<file path="config.mk">
export PLATFORM = sky130hd
export DESIGN_NAME = prg_load_sequencer
export DESIGN_NICKNAME = d
export VERILOG_FILES = /design/src/rtl/prg_load_sequencer.sv
export SDC_FILE = /design/constraint.sdc
export NUM_CORES = 1
export LEC_CHECK = 0
export CAP_MARGIN = 5
export CORE_UTILIZATION = 35
export CTS_CLUSTER_DIAMETER = 100
export DETAILED_ROUTE_END_ITERATION = 12
export HOLD_SLACK_MARGIN = 0.03
export PLACE_DENSITY = 0.68
export RECOVER_POWER = 50
export SLEW_MARGIN = 25
export SYNTH_ARGS = -nofsm -noshare
export SYNTH_HDL_FRONTEND = slang
export SYNTH_SLANG_ARGS = --single-unit
</file>
<file path="constraint.sdc">
create_clock -name i_clk_sys -period 2.2 [get_ports i_clk_sys]
set_clock_uncertainty 0.1 [all_clocks]
set_input_delay 0.66 -clock i_clk_sys [delete_from_list [all_inputs] [get_ports i_clk_sys]]
set_output_delay 0.66 -clock i_clk_sys [all_outputs]
set_load 0.05 [all_outputs]
</file>
<file path="src/rtl/prg_load_sequencer.sv">
// Streams PRG/CRT download bytes into the external memory port, then patches the BASIC end pointers.
// One write outstanding at a time; bytes arriving while a write waits for mem_ack are dropped and flagged.
module prg_load_sequencer #(
  parameter logic [15:0] CART_ADDR  = 16'hA000,
  parameter int          RESET_HOLD = 4
) (
  input  logic        i_clk_sys,
  input  logic        i_reset,
  input  logic        i_dl_active,
  input  logic        i_dl_wr,
  input  logic [15:0] i_dl_addr,
  input  logic [7:0]  i_dl_data,
  input  logic        i_raw_mode,
  output logic        o_mem_req,
  output logic [15:0] o_mem_addr,
  output logic [7:0]  o_mem_data,
  input  logic        i_mem_ack,
  output logic        o_busy,
  output logic        o_overrun,
  output logic        o_force_reset,
  output logic [15:0] o_end_addr
);

  typedef enum logic [2:0] {S_IDLE, S_LOAD, S_LWAIT, S_INJ, S_RST} state_t;

  state_t      r_state;
  logic [15:0] r_ptr;
  logic        r_req;
  logic [15:0] r_addr;
  logic [7:0]  r_data;
  logic        r_overrun;
  logic        r_force;
  logic        r_auto;
  logic        r_wrote;
  logic [2:0]  r_inj_idx;
  logic [7:0]  r_rst_cnt;

  logic        w_hdr_lo;
  logic        w_hdr_hi;
  logic        w_raw_first;
  logic [15:0] w_wr_addr;
  logic [7:0]  w_inj_base;
  logic [15:0] w_inj_addr;
  logic [7:0]  w_inj_data;

  assign w_hdr_lo    = !i_raw_mode && (i_dl_addr == 16'd0);
  assign w_hdr_hi    = !i_raw_mode && (i_dl_addr == 16'd1);
  assign w_raw_first =  i_raw_mode && (i_dl_addr == 16'd0);
  assign w_wr_addr   = w_raw_first ? CART_ADDR : r_ptr;

  // Pointer pairs live at $2D/$2F/$31 (lo, hi) and $AE/$AF.
  always_comb begin
    w_inj_base = 8'hAE;
    case (r_inj_idx[2:1])
      2'd0:    w_inj_base = 8'h2D;
      2'd1:    w_inj_base = 8'h2F;
      2'd2:    w_inj_base = 8'h31;
      default: w_inj_base = 8'hAE;
    endcase
  end

  assign w_inj_addr = {8'h00, w_inj_base + {7'd0, r_inj_idx[0]}};
  assign w_inj_data = r_inj_idx[0] ? r_ptr[15:8] : r_ptr[7:0];

  always_ff @(posedge i_clk_sys) begin
    if (i_reset) begin
      r_state   <= S_IDLE;
      r_ptr     <= 16'd0;
      r_req     <= 1'b0;
      r_addr    <= 16'd0;
      r_data    <= 8'd0;
      r_overrun <= 1'b0;
      r_force   <= 1'b0;
      r_auto    <= 1'b0;
      r_wrote   <= 1'b0;
      r_inj_idx <= 3'd0;
      r_rst_cnt <= 8'd0;
    end else begin
      case (r_state)
        S_IDLE: begin
          if (i_dl_active) begin
            r_state   <= S_LOAD;
            r_overrun <= 1'b0;
            r_wrote   <= 1'b0;
            r_auto    <= 1'b0;
          end
        end
        S_LOAD: begin
          if (!i_dl_active) begin
            r_inj_idx <= 3'd0;
            r_state   <= r_wrote ? S_INJ : S_IDLE;
          end else if (i_dl_wr) begin
            if (w_hdr_lo) begin
              r_ptr[7:0] <= i_dl_data;
            end else if (w_hdr_hi) begin
              r_ptr[15:8] <= i_dl_data;
            end else begin
              r_req   <= 1'b1;
              r_addr  <= w_wr_addr;
              r_data  <= i_dl_data;
              r_state <= S_LWAIT;
              if (w_raw_first) r_ptr <= CART_ADDR;
              if (!r_wrote && (w_wr_addr == CART_ADDR)) r_auto <= 1'b1;
            end
          end
        end
        S_LWAIT: begin
          if (i_dl_wr) r_overrun <= 1'b1;
          if (i_mem_ack) begin
            r_req   <= 1'b0;
            r_ptr   <= r_ptr + 16'd1;
            r_wrote <= 1'b1;
            r_state <= S_LOAD;
          end
        end
        S_INJ: begin
          // Issuing only while req is low guarantees an idle cycle between writes.
          if (!r_req) begin
            r_req  <= 1'b1;
            r_addr <= w_inj_addr;
            r_data <= w_inj_data;
          end else if (i_mem_ack) begin
            r_req     <= 1'b0;
            r_inj_idx <= r_inj_idx + 3'd1;
            if (r_inj_idx == 3'd7) begin
              if (r_auto) begin
                r_state   <= S_RST;
                r_force   <= 1'b1;
                r_rst_cnt <= 8'(RESET_HOLD - 1);
              end else begin
                r_state <= S_IDLE;
              end
            end
          end
        end
        S_RST: begin
          if (r_rst_cnt == 8'd0) begin
            r_force <= 1'b0;
            r_auto  <= 1'b0;
            r_state <= S_IDLE;
          end else begin
            r_rst_cnt <= r_rst_cnt - 8'd1;
          end
        end
        default: r_state <= S_IDLE;
      endcase
    end
  end

  assign o_mem_req     = r_req;
  assign o_mem_addr    = r_addr;
  assign o_mem_data    = r_data;
  assign o_busy        = (r_state != S_IDLE);
  assign o_overrun     = r_overrun;
  assign o_force_reset = r_force;
  assign o_end_addr    = r_ptr;

endmodule

</file>
; Yosys cells after proc, flatten, opt, wreduce, memory -nomap -nowiden
; Cells that the tools add are included.
[totals]
latch_bits = 0
romBits = 0
n_memories = 0
out_inout_bits = 44
in_bits = 30
wordCells = 144
regBits = 59
ram_bits = 0
[op_classes]
muxes = 71
shifts = 0
addsub = 4
reduce_logical = 28
n_eq_ne = 29
bitwise = 0
mul = 0
div = 0
n_lt_le_gt_ge = 0
[op_table]
columns = operator, count
row1 = two-way mux 16 bit, 9
row2 = two-way mux 8 bit, 15
row3 = case mux 16 bit (2 select lines), 2
row4 = two-way mux 3 bit, 14
row5 = inequality test 2 bit (second input constant), 16
row6 = case mux 8 bit (2 select lines), 2
row7 = case mux 8 bit (3 select lines), 1
row8 = AND reduction 6 bit, 4
row9 = two-way mux 1 bit, 20
row10 = adder 16 x 1 -> 16 bit (second input constant), 1
row11 = == test 16 x 1 -> 1 bit (second input constant), 1
row12 = == test 16 bit (second input constant), 1
row13 = zero test 16 bit, 1
row14 = case mux 3 bit (5 select lines), 1
row15 = inequality test 3 bit (second input constant), 4
row16 = AND reduction 5 bit, 2
row17 = AND reduction 9 bit, 1
row18 = nonzero test 3 bit, 3
row19 = adder 8 x 1 -> 8 bit, 1
row20 = zero test 8 bit, 1
row21 = AND reduction 8 bit, 1
row22 = nonzero test 2 bit, 4
row23 = subtractor 8 x 1 -> 8 bit (second input constant), 1
row24 = == test 3 x 2 -> 1 bit (second input constant), 2
row25 = 15 further kinds, 24

; Logic depth before layout (Yosys ltp)
[logic_depth]
word_depth = 11
depth_mapped = 8
mapped_depth_nobuf = 7

; Least setup slack after synthesis
; OpenSTA, ideal clock, no wires.
[synth_timing]
kind = input to register
start = in i_dl_addr[10]
end = reg r_ptr[0] (netlist: o_end_addr[0])
arrival_ns = 2.243
setup_ns = 0.070
cell_stages = 6
path_buffers = 1
slack_ns = -0.213
required_ns = 2.030
cell_sequence = or4_1 nor4_2 buf_2 nand4b_1 a211o_1 a21oi_1
[synth_between]
elab_chain_cells = 8
elab_cells_between_ends = 13
classes_between = 2 x eq/ne / 6 x mux / 5 x reduce/logical
[synth_rtl]
columns = element, line
row1 = from (decl), 11  ; input logic [15:0] i_dl_addr,
row2 = zero test 16 bit, "46, 48"
row3 = logical AND 1 bit, 48  ; assign w_raw_first = i_raw_mode && (i_dl_addr == 16'd0);
row4 = two-way mux 16 bit, n/a
row5 = two-way mux 8 bit, n/a
row6 = two-way mux 8 bit, 93  ; if (w_hdr_lo) begin
row7 = two-way mux 16 bit, 92  ; end else if (i_dl_wr) begin
row8 = two-way mux 16 bit, 89  ; if (!i_dl_active) begin
row9 = case mux 16 bit (2 select lines), 79  ; case (r_state)
row10 = to (signal assigned), 94  ; r_ptr[7:0] <= i_dl_data;
row11 = to (signal assigned), 111  ; r_ptr <= r_ptr + 16'd1;
row12 = to (decl), 27  ; logic [15:0] r_ptr;
; Parallel ways exist; a longest one is shown, timed or not. The select of a mux whose other input is x is not followed.
; A chain may end at the register's enable or synchronous reset.

; Worst setup path after layout
[layout_timing]
start = reg r_state[1]
end = out o_busy
[layout_between]
elab_chain_cells = 1
[layout_rtl]
columns = element, line
row1 = from (decl), 26  ; state_t r_state;
row2 = from (signal assigned), 91  ; r_state <= r_wrote ? S_INJ : S_IDLE;
row3 = nonzero test 3 bit, 153  ; assign o_busy = (r_state != S_IDLE);
row4 = to (decl), 18  ; output logic o_busy,
; No other way between the ends.

==> metrics.yaml <==
cells_and_area:
  n_antenna_cell: 0
  num-fill-cells: 956
  regArea_um2: 1180
  drive_gt1_share_pct: 28.7
  final_area_um2: 5090
  layout.nets: 624
  multi_input_area_um2: 2280
  layout_commonest_cell: "buf_4"
  mostFrequentLayoutCells: "79 x buf_4, 57 x dfxtp_1, 42 x nand2_1"
  area_growth_pct: 46.5
yosys:
  synth_edf_count: 0
  avgSynthCellArea_um2: 7.72
  async_flop_share_pct: 0
  synth_area_um2: 3480
  ys_ff_latch: 59
  synth.distinct_cells: 61
  yosys_warnings: 0
  syn_nets: 487
  syn_inst: 450
  synth_top_area_share_pct: 34.0
  synth_ff_type: "dfxtp_1"
  ys_seq_area_share_pct: 34.0
  synth_area_leaders: "dfxtp_1 34%, a21oi_1 6.5%, nand2_1 4.6%, nor2_1 4.1%, o21ai_0 3.6%"
  synth_area_leader_cell: "dfxtp_1"
global_route:
  antenna_found_initial: 0
  busiest_layer: "met2"
  grt_max_degree: 21
  track_usage_pct: 24.0
  use_met3_pct: 4.83
  grt_pass1_wl_mm: 19.0
  grt-ovfl-total: 0
  grt_pass1_vias: 3843
  met2_usage_pct: 39.1
  grt_use_met1_pct: 31.1
worst_hold_path:
  hold_depth: 2
  hp-class: "flip-flop to flip-flop"
  hold_start: "o_mem_data[0]"
  hold_end: "o_mem_data[0]"
power:
  power.density_nw_per_um2: 486
  peakVddDrop_v: 0.000235
  p_leak_uw: 0.00198
placement:
  post_dp_cell_area_um2: 4890
  place_hpwl_mm: 8.88
  portBuffers: 73
  gp_congestion: 0.885
timing:
  min_period_ps: 2150
  worst_pin_slew_ps: 607
  maxSlewViolCount: 0
  fmax_mhz: 465
  setup_viol: 0
  setup_tns_ps: 0
  hold_violations: 0
  rsz0062_at_grt: "no"
  period_share_pct: 97.7
  timing.slew.headroom_pct: 59.7
worst_setup_path:
  rr_endpoint: "o_end_addr[11]"
  cp_slowest_stage_delay_ps: 390
  cp.arrival_ps: 1390
  reg2reg_from: "r_state[1]"
  critical_path.top_delay_family: "simple AND/OR/NAND/NOR gates"
  r2r_slack_ps: 100
  critPathRequiredTime_ps: 1440
  critPathKind: "flip-flop to primary output"
  path_buf_inv: 2
  slowest_stage: "or3_4"
  endpoint_kind: "primary output"
  crit_chain: "buf_6 > or3_4 > buf_12"
  reg2regPathDepth: 5
  critPathMaxFanout: 12
  worstSetupStartpointType: "flip-flop"
clock_network:
  clock_path_buffers: 2
  cts_max_level: 3
  cts_tree: "yes"
  cts-root-buf: "clkbuf_8"
  path_clk_slew_ps: 70
  clock-sinks: 59
  clk_latency_ps: 360
  postCtsHoldBufs: 0
  cts_buffers: 9
run_status:
  status: "finished clean"
route:
  num_vias: 4002
  post-route-drc-count: 0
  drt_iter0_drc: 295
  wl_per_cell_um: 16.7
  drtPass1Iterations: 5
  ant_nets: 0
  viasPerCell: 5.52
  wl_mm: 12.1
floorplan:
  row_count: 36
  die_x_um: 102
  initial_utilization_pct: 35.9
  fp.dieH_um: 102
  dieArea_um2: 10300
  fp.coreArea_um2: 9680
  pin_count: 74
flow_run:
  cap_violations: 0
## cell families after synthesis
logic type,after synthesis,synth area share [%]
AND/OR/NAND/NOR,177,26.6
AO/OA/AOI/OAI,138,26.0
flip-flops,59,34.0
buffers and inverters,50,5.65
multiplexers,12,3.49
XOR/XNOR,7,1.76
adder cells (fa/ha/maj),7,2.52
## synthesized netlist by cell type (all sizes together), types with 2 or more instances
cell type	count
a311oi	3
a21oi	45
dfxtp	59
mux2i	11
nand3	16
a211oi	4
or3b	2
buf	8
a221oi	3
or3	2
o32ai	3
nand2b	4
a32o	3
a21o	5
nor4b	2
nand2	43
and4	3
xor2	6
o21ai	25
nand3b	6
a32oi	2
a22oi	4
a22o	6
nor3b	2
nand4b	3
and3b	2
nand4	4
clkbuf	30
nor4	11
inv	12
nor2	38
a31o	2
a31oi	8
o211ai	11
nor2b	4
nor3	19
ha	7
or4	4
and3	9
a21boi	2
o31a	2
## how the worst max path moves through the flow
stage                   from              to  depth (start not counted)
2_1_floorplan  i_dl_addr[10]   o_end_addr[0]                          6
3_3_place_gp   i_dl_addr[10]  o_end_addr[10]                          7
3_5_place_dp   i_dl_addr[10]   o_end_addr[2]                          7
4_1_cts         i_dl_addr[9]  o_end_addr[10]                          8
5_1_grt         i_dl_addr[1]   o_end_addr[5]                          8
6_report          r_state[1]          o_busy                          3
## registers in the layout (all words and copies together) (netlist names)
register / count
r_state: 3
o_mem_data: 8
o_overrun: 1
o_end_addr: 16
o_mem_req: 1
r_inj_idx: 3
r_wrote: 1
o_mem_addr: 16
o_force_reset: 1
r_rst_cnt: 8
r_auto: 1
## through the flow
stage | hold slack (ps) | setup WS [ps] | instances | util, % | total power [µW]
CTS | 355 | 1.51 | 724 | 53.7 | 2490
floorplan | 342 | -141 | 450 | - | 1280
finish | 351 | 51.5 | 725 | 52.6 | 2470
detailed placement | 346 | -679 | 701 | 50.5 | 1480
global placement | 341 | -633 | 701 | 50.5 | 1470
global route | 366 | 2.85 | 725 | 52.6 | 2550
## worst reg2reg max path, cell delays in order, from the launching register on
cell      delay (ps)
dfxtp_1          390
or3b_1           450
or4_4            590
o32ai_1          150
a21oi_1          110
a311oi_1         240
## cell type report
class                   count  share of cell area (%)
clock buffers              12                    2.85
clock inverters             4                   0.983
inverters                  12                   0.885
multi-input cells         341                    44.7
flip-flops and latches     59                    23.2
well taps                 133                    3.27
repair buffers            164                    24.0
## metal layers
layer | up-vias | wire, µm
met5 | - | 0
met4 | 0 | 247
met3 | 30 | 741
met2 | 156 | 5700
met1 | 1871 | 5460
li1 | 1945 | -
## where the power goes
group          total, µW  switching, µW  internal (µW)
Sequential          1090           9.56           1080
Clock               1020            468            553
Combinational        361            207            155
## repair_timing
item                       CTS  global route
gates cloned                 3             0
pin swaps                   14            21
setup endpoints to repair   45            45
gates resized for setup     37            40
setup buffers                5             1
Note: power is estimated with default switching activity, not from simulation.
